[config.mk]
export PLATFORM = sky130hd
export DESIGN_NAME = mantissa_align
export DESIGN_NICKNAME = d
export VERILOG_FILES = /design/src/rtl/fpu_pkg.sv /design/src/rtl/align_shifter.sv /design/src/rtl/mantissa_align.sv
export SDC_FILE = /design/constraint.sdc
export NUM_CORES = 1
export LEC_CHECK = 0
export ABC_CLOCK_PERIOD_IN_PS = 2700
export CAP_MARGIN = 15
export CELL_PAD_IN_SITES_DETAIL_PLACEMENT = 0
export CELL_PAD_IN_SITES_GLOBAL_PLACEMENT = 1
export CORE_ASPECT_RATIO = 0.9
export CORE_MARGIN = 2
export CORE_UTILIZATION = 39
export CTS_CLUSTER_DIAMETER = 200
export DETAILED_ROUTE_END_ITERATION = 10
export PLACE_DENSITY_LB_ADDON = 0.1
export REMOVE_ABC_BUFFERS = 1
export SYNTH_ARGS = -nofsm -noshare
export SYNTH_HDL_FRONTEND = slang
export SYNTH_SLANG_ARGS = --single-unit
[constraint.sdc]
create_clock -name clk -period 2.7 [get_ports clk]
set_input_delay 0.54 -clock clk [delete_from_list [all_inputs] [get_ports clk]]
set_output_delay 0.54 -clock clk [all_outputs]
set_load 0.005 [all_outputs]
[src/rtl/fpu_pkg.sv]
// fpu_pkg: shared floating-point field widths and pipeline record types
// for the add/sub datapath.
package fpu_pkg;
   localparam int EXP_W  = 8;
   localparam int FRAC_W = 23;
   localparam int SIG_W  = FRAC_W + 1;
   localparam int GRS_W  = 3;
   localparam int AL_W   = SIG_W + GRS_W;

   typedef struct packed {
      logic [EXP_W-1:0] e_l;
      logic             s_l;
      logic             s_s;
      logic [SIG_W-1:0] m_l;
      logic [SIG_W-1:0] m_s;
      logic [EXP_W-1:0] sh;
   } stage1_t;

   typedef struct packed {
      logic [EXP_W-1:0] e_l;
      logic             s_l;
      logic             s_s;
      logic [SIG_W-1:0] m_l;
      logic [AL_W-1:0]  m_s;
   } stage2_t;

   // Hidden bit is 1 for normals and 0 when the biased exponent is zero.
   function automatic logic [SIG_W-1:0] add_hidden(logic [EXP_W-1:0] e, logic [FRAC_W-1:0] m);
      return {|e, m};
   endfunction
endpackage

[src/rtl/align_shifter.sv]
// align_shifter: combinational right shifter that folds every bit shifted
// out into the sticky bit (bit 0).
module align_shifter
   import fpu_pkg::*;
(
   input  logic [AL_W-1:0]  din,
   input  logic [EXP_W-1:0] sh,
   output logic [AL_W-1:0]  dout
);
   logic             far;
   logic [AL_W-1:0]  lost_mask;

   always_comb begin
      far       = sh >= EXP_W'(AL_W);
      lost_mask = ~({AL_W{1'b1}} << sh);
      dout      = far ? {{(AL_W-1){1'b0}}, |din}
                      : (din >> sh) | {{(AL_W-1){1'b0}}, |(din & lost_mask)};
   end
endmodule

[src/rtl/mantissa_align.sv]
// mantissa_align: two-stage pipeline that picks the larger operand and
// aligns the smaller significand with guard/round/sticky bits.
module mantissa_align
   import fpu_pkg::*;
(
   input  logic              clk,
   input  logic              rst_n,
   input  logic              in_valid,
   output logic              in_ready,
   input  logic              Sx,
   input  logic              Sy,
   input  logic [EXP_W-1:0]  Ex,
   input  logic [EXP_W-1:0]  Ey,
   input  logic [FRAC_W-1:0] Mx,
   input  logic [FRAC_W-1:0] My,
   input  logic [EXP_W-1:0]  d,
   input  logic              sgn_d,
   input  logic              zero_d,
   output logic              out_valid,
   input  logic              out_ready,
   output logic [EXP_W-1:0]  E_l,
   output logic              S_l,
   output logic              S_s,
   output logic [SIG_W-1:0]  M_l,
   output logic [AL_W-1:0]   M_s
);
   stage1_t          s1_d, s1_q, s1_n;
   stage2_t          s2_d, s2_q;
   logic             v1_d, v1_q, v2_d, v2_q;
   logic             ld1, ld2, sel_y;
   logic [AL_W-1:0]  shifted;

   align_shifter u_shift (
      .din  ({s1_q.m_s, {GRS_W{1'b0}}}),
      .sh   (s1_q.sh),
      .dout (shifted)
   );

   always_comb begin
      ld2        = !v2_q || out_ready;
      ld1        = !v1_q || ld2;
      sel_y      = sgn_d && !zero_d;
      s1_n.e_l   = sel_y ? Ey : Ex;
      s1_n.s_l   = sel_y ? Sy : Sx;
      s1_n.s_s   = sel_y ? Sx : Sy;
      s1_n.m_l   = sel_y ? add_hidden(Ey, My) : add_hidden(Ex, Mx);
      s1_n.m_s   = sel_y ? add_hidden(Ex, Mx) : add_hidden(Ey, My);
      // Equal exponents never shift, whatever the difference stage reports.
      s1_n.sh    = zero_d ? '0 : d;
      s1_d       = ld1 ? s1_n : s1_q;
      s2_d       = ld2 ? stage2_t'{s1_q.e_l, s1_q.s_l, s1_q.s_s, s1_q.m_l, shifted} : s2_q;
      v1_d       = ld1 ? in_valid : v1_q;
      v2_d       = ld2 ? v1_q : v2_q;
   end

   always_ff @(posedge clk or negedge rst_n) begin
      if (!rst_n) begin
         v1_q <= 1'b0;
         v2_q <= 1'b0;
         s1_q <= '0;
         s2_q <= '0;
      end else begin
         v1_q <= v1_d;
         v2_q <= v2_d;
         s1_q <= s1_d;
         s2_q <= s2_d;
      end
   end

   assign in_ready  = ld1;
   assign out_valid = v2_q;
   assign E_l       = s2_q.e_l;
   assign S_l       = s2_q.s_l;
   assign S_s       = s2_q.s_s;
   assign M_l       = s2_q.m_l;
   assign M_s       = s2_q.m_s;
endmodule
==> flow_metrics.tcl <==
set metrics [dict create \
    layout_commonest_cell "nand2_1" \
    layout.nets 976 \
    fillers 1642 \
    maxCapViolCount 0 \
    layout_setup_ws_ps 303 \
    vias_per_cell 5.29 \
    yosysTopAreaCell "dfrtp_1" \
    synth_edf_count 0 \
    core_area_um2 17700 \
    chipHeight_um 132 \
    reg2reg_slack_ps 340 \
    post_cts_buffers 0 \
    fin_crit_sh_pct 88.8 \
    syn_to_final_growth_pct 33.2 \
    slew_viol_final 0 \
    finalPower_mw 6.29 \
    clockBufferDepth 2 \
    crit_arrival_ps 1860 \
    postSynthAreaPerCell_um2 9.16 \
    synth_top_cell_area_share_pct 45.8 \
    dp_hpwl_um 13900 \
    numCtsBuffers 17 \
    power.leakage_nw 3.95 \
    drive_gt1_share_pct 9.33 \
    crit_path_start_kind "primary input" \
    htreeDepth 4 \
    numPortBuffers 140 \
    ys_types 53 \
    worstReg2RegStart "s1_q[7]$_DFFE_PN0P_" \
    reg2reg_to "M_s[3]$_DFFE_PN0P_" \
    vias 6089 \
    drtIter0Drc 302 \
    cp_slowest_stage_delay_ps 460 \
    synthArstFlopShare_pct 100 \
    cts_tree "built" \
    die-area_um2 19200 \
    cp-end-kind "output pin" \
    die_x_um 146 \
    gr-usage-all-layers_pct 21.3 \
    syn_area_um2 7050 \
    diodes 0 \
    max-vdd-ir-drop_mv 0.437 \
    ys.flop_type "dfrtp_1" \
    clk_latency_ps 420 \
    endpoint "in_ready" \
    grt_pass1_vias 6162 \
    path_cells "clkdlybuf4s50_1 -> nor2b_4 -> and2_4 -> clkinv_1 -> clkdlybuf4s50_1" \
    grt_max_degree 127 \
    cp_slowest_cell "clkdlybuf4s50_1" \
    hold_buffers 0 \
    fin_skew_ps 5.85 \
    placed_area_um2 8770 \
    place_ws_ps 311 \
    period_needed_ps 2400 \
    worstPathRequired_ps 2160 \
    grt_antenna_before_repair 0 \
    yosysSeqAreaShare_pct 45.8 \
    tightestPinTransition_ps 807 \
    drcViolationCount 0 \
    fmax_ghz 0.417 \
    crit_fanout 2 \
    ios 141 \
    yosys-top-cells-area "dfrtp_1, mux2i_1, nand2_1, o21ai_0, mux4_2" \
    rows 46 \
    grt_pass1_wl_um 32700 \
    hold_viol 0 \
    ys_seq_elements 129 \
    ctsResizeCount 0 \
    ant_nets 0 \
    setup_violations 0 \
    maxSlewHeadroom_pct 46.2 \
    rsz0062_at_grt "false" \
    ys_warn_count 0 \
    crit_top_cell "clkdlybuf4s50_1" \
    final_area_um2 9390 \
    final_cell_mix "nand2_1, clkdlybuf4s50_1, dfrtp_1, mux2i_1, o21ai_0" \
    hold_path_class "in2async" \
    routedWlPerCell_um 17.2 \
    totalWireLength_um 19700 \
    reg2regPathDepth 6 \
    path_class "in2out" \
    path_clk_slew_ps 60 \
    grt-ovfl-total 0 \
    cts_root_buffer "clkbuf_16" \
    utilization_pct 53.1 \
    outcome "finished clean" \
    syn_inst 769 \
    start_util_pct 39.9 \
    gp_congestion 0.865 \
    cp-startpoint "out_ready" \
    p_per_area_nw_per_um2 670 \
    cts_sinks 129 \
    drtPass1Iterations 6 \
]
## flip-flops by register name (all words and copies together) (netlist names)
name,cells
S_s,1
S_l,1
v1_q,1
s1_q,66
M_l,24
out_valid,1
M_s,27
E_l,8
## how the worst min path moves through the flow
stage | end | depth (start not counted)
CTS | M_l[5]$_DFFE_PN0P_ | 1
global placement | M_l[12]$_DFFE_PN0P_ | 2
detailed placement | E_l[0]$_DFFE_PN0P_ | 2
floorplan | E_l[0]$_DFFE_PN0P_ | 0
global route | M_l[5]$_DFFE_PN0P_ | 1
finish | M_l[5]$_DFFE_PN0P_ | 1
## area by class of cell
class	count	area [µm²]	area share [%]
clock buffers	20	457	4.87
clock inverters	12	155	1.65
inverters	7	26.3	0.280
multi-input cells	576	3550	37.8
flip-flops and latches	129	3230	34.4
well taps	240	300	3.20
repair buffers	167	1670	17.8
## critical path: cells and delay by family
family / cells / cell delay, ps
buffers and inverters: 3 / 980
AND/OR/NAND/NOR: 2 / 340
## synth_stat cells (all sizes together) (4+ instances only)
cell type  number
nand2         207
dfrtp         129
o21ai          87
mux2i          84
nor2           31
clkbuf         30
buf            27
nand2b         19
a21oi          18
mux4           12
nor4           12
nor3           11
mux2           10
a22o            9
a22oi           8
nand3           7
a211o           6
inv             6
nor2b           6
and2            5
o22ai           5
a31oi           4
## routing by layer
layer | GRT usage, % | wire (µm) | vias up
li1 | - | - | 2954
met1 | 30.3 | 9440 | 2939
met2 | 33.2 | 9050 | 186
met3 | 5.14 | 1140 | 10
met4 | 4.19 | 110 | 0
met5 | 0 | 0 | -
## through the flow
step | hold WS [ps] | setup TNS, ps | std cells
final | 82.4 | 0 | 1151
after global routing | 112 | 0 | 1151
after CTS | 93.4 | 0 | 1151
after detailed placement | 455 | 0 | 1119
after global placement | 448 | 0 | 1119
after floorplan | 244 | -200320 | 712
## logic make-up after synthesis
group	share of synthesized area, %
AOI/OAI and AO/OA	14.3
buffers and inverters	4.07
DFF	45.8
muxes	17.4
and+or+nand+nor	18.5
## report_power, final
| part | switching, mW | leakage, nW | internal [mW] |
|---|---|---|---|
| sequential | 0.222 | 1.59 | 2.18 |
| combinational | 0.733 | 2.06 | 0.768 |
| clock | 0.878 | 0.297 | 1.50 |
| total | 1.83 | 3.95 | 4.46 |
Power figures use the tool's default switching activity.
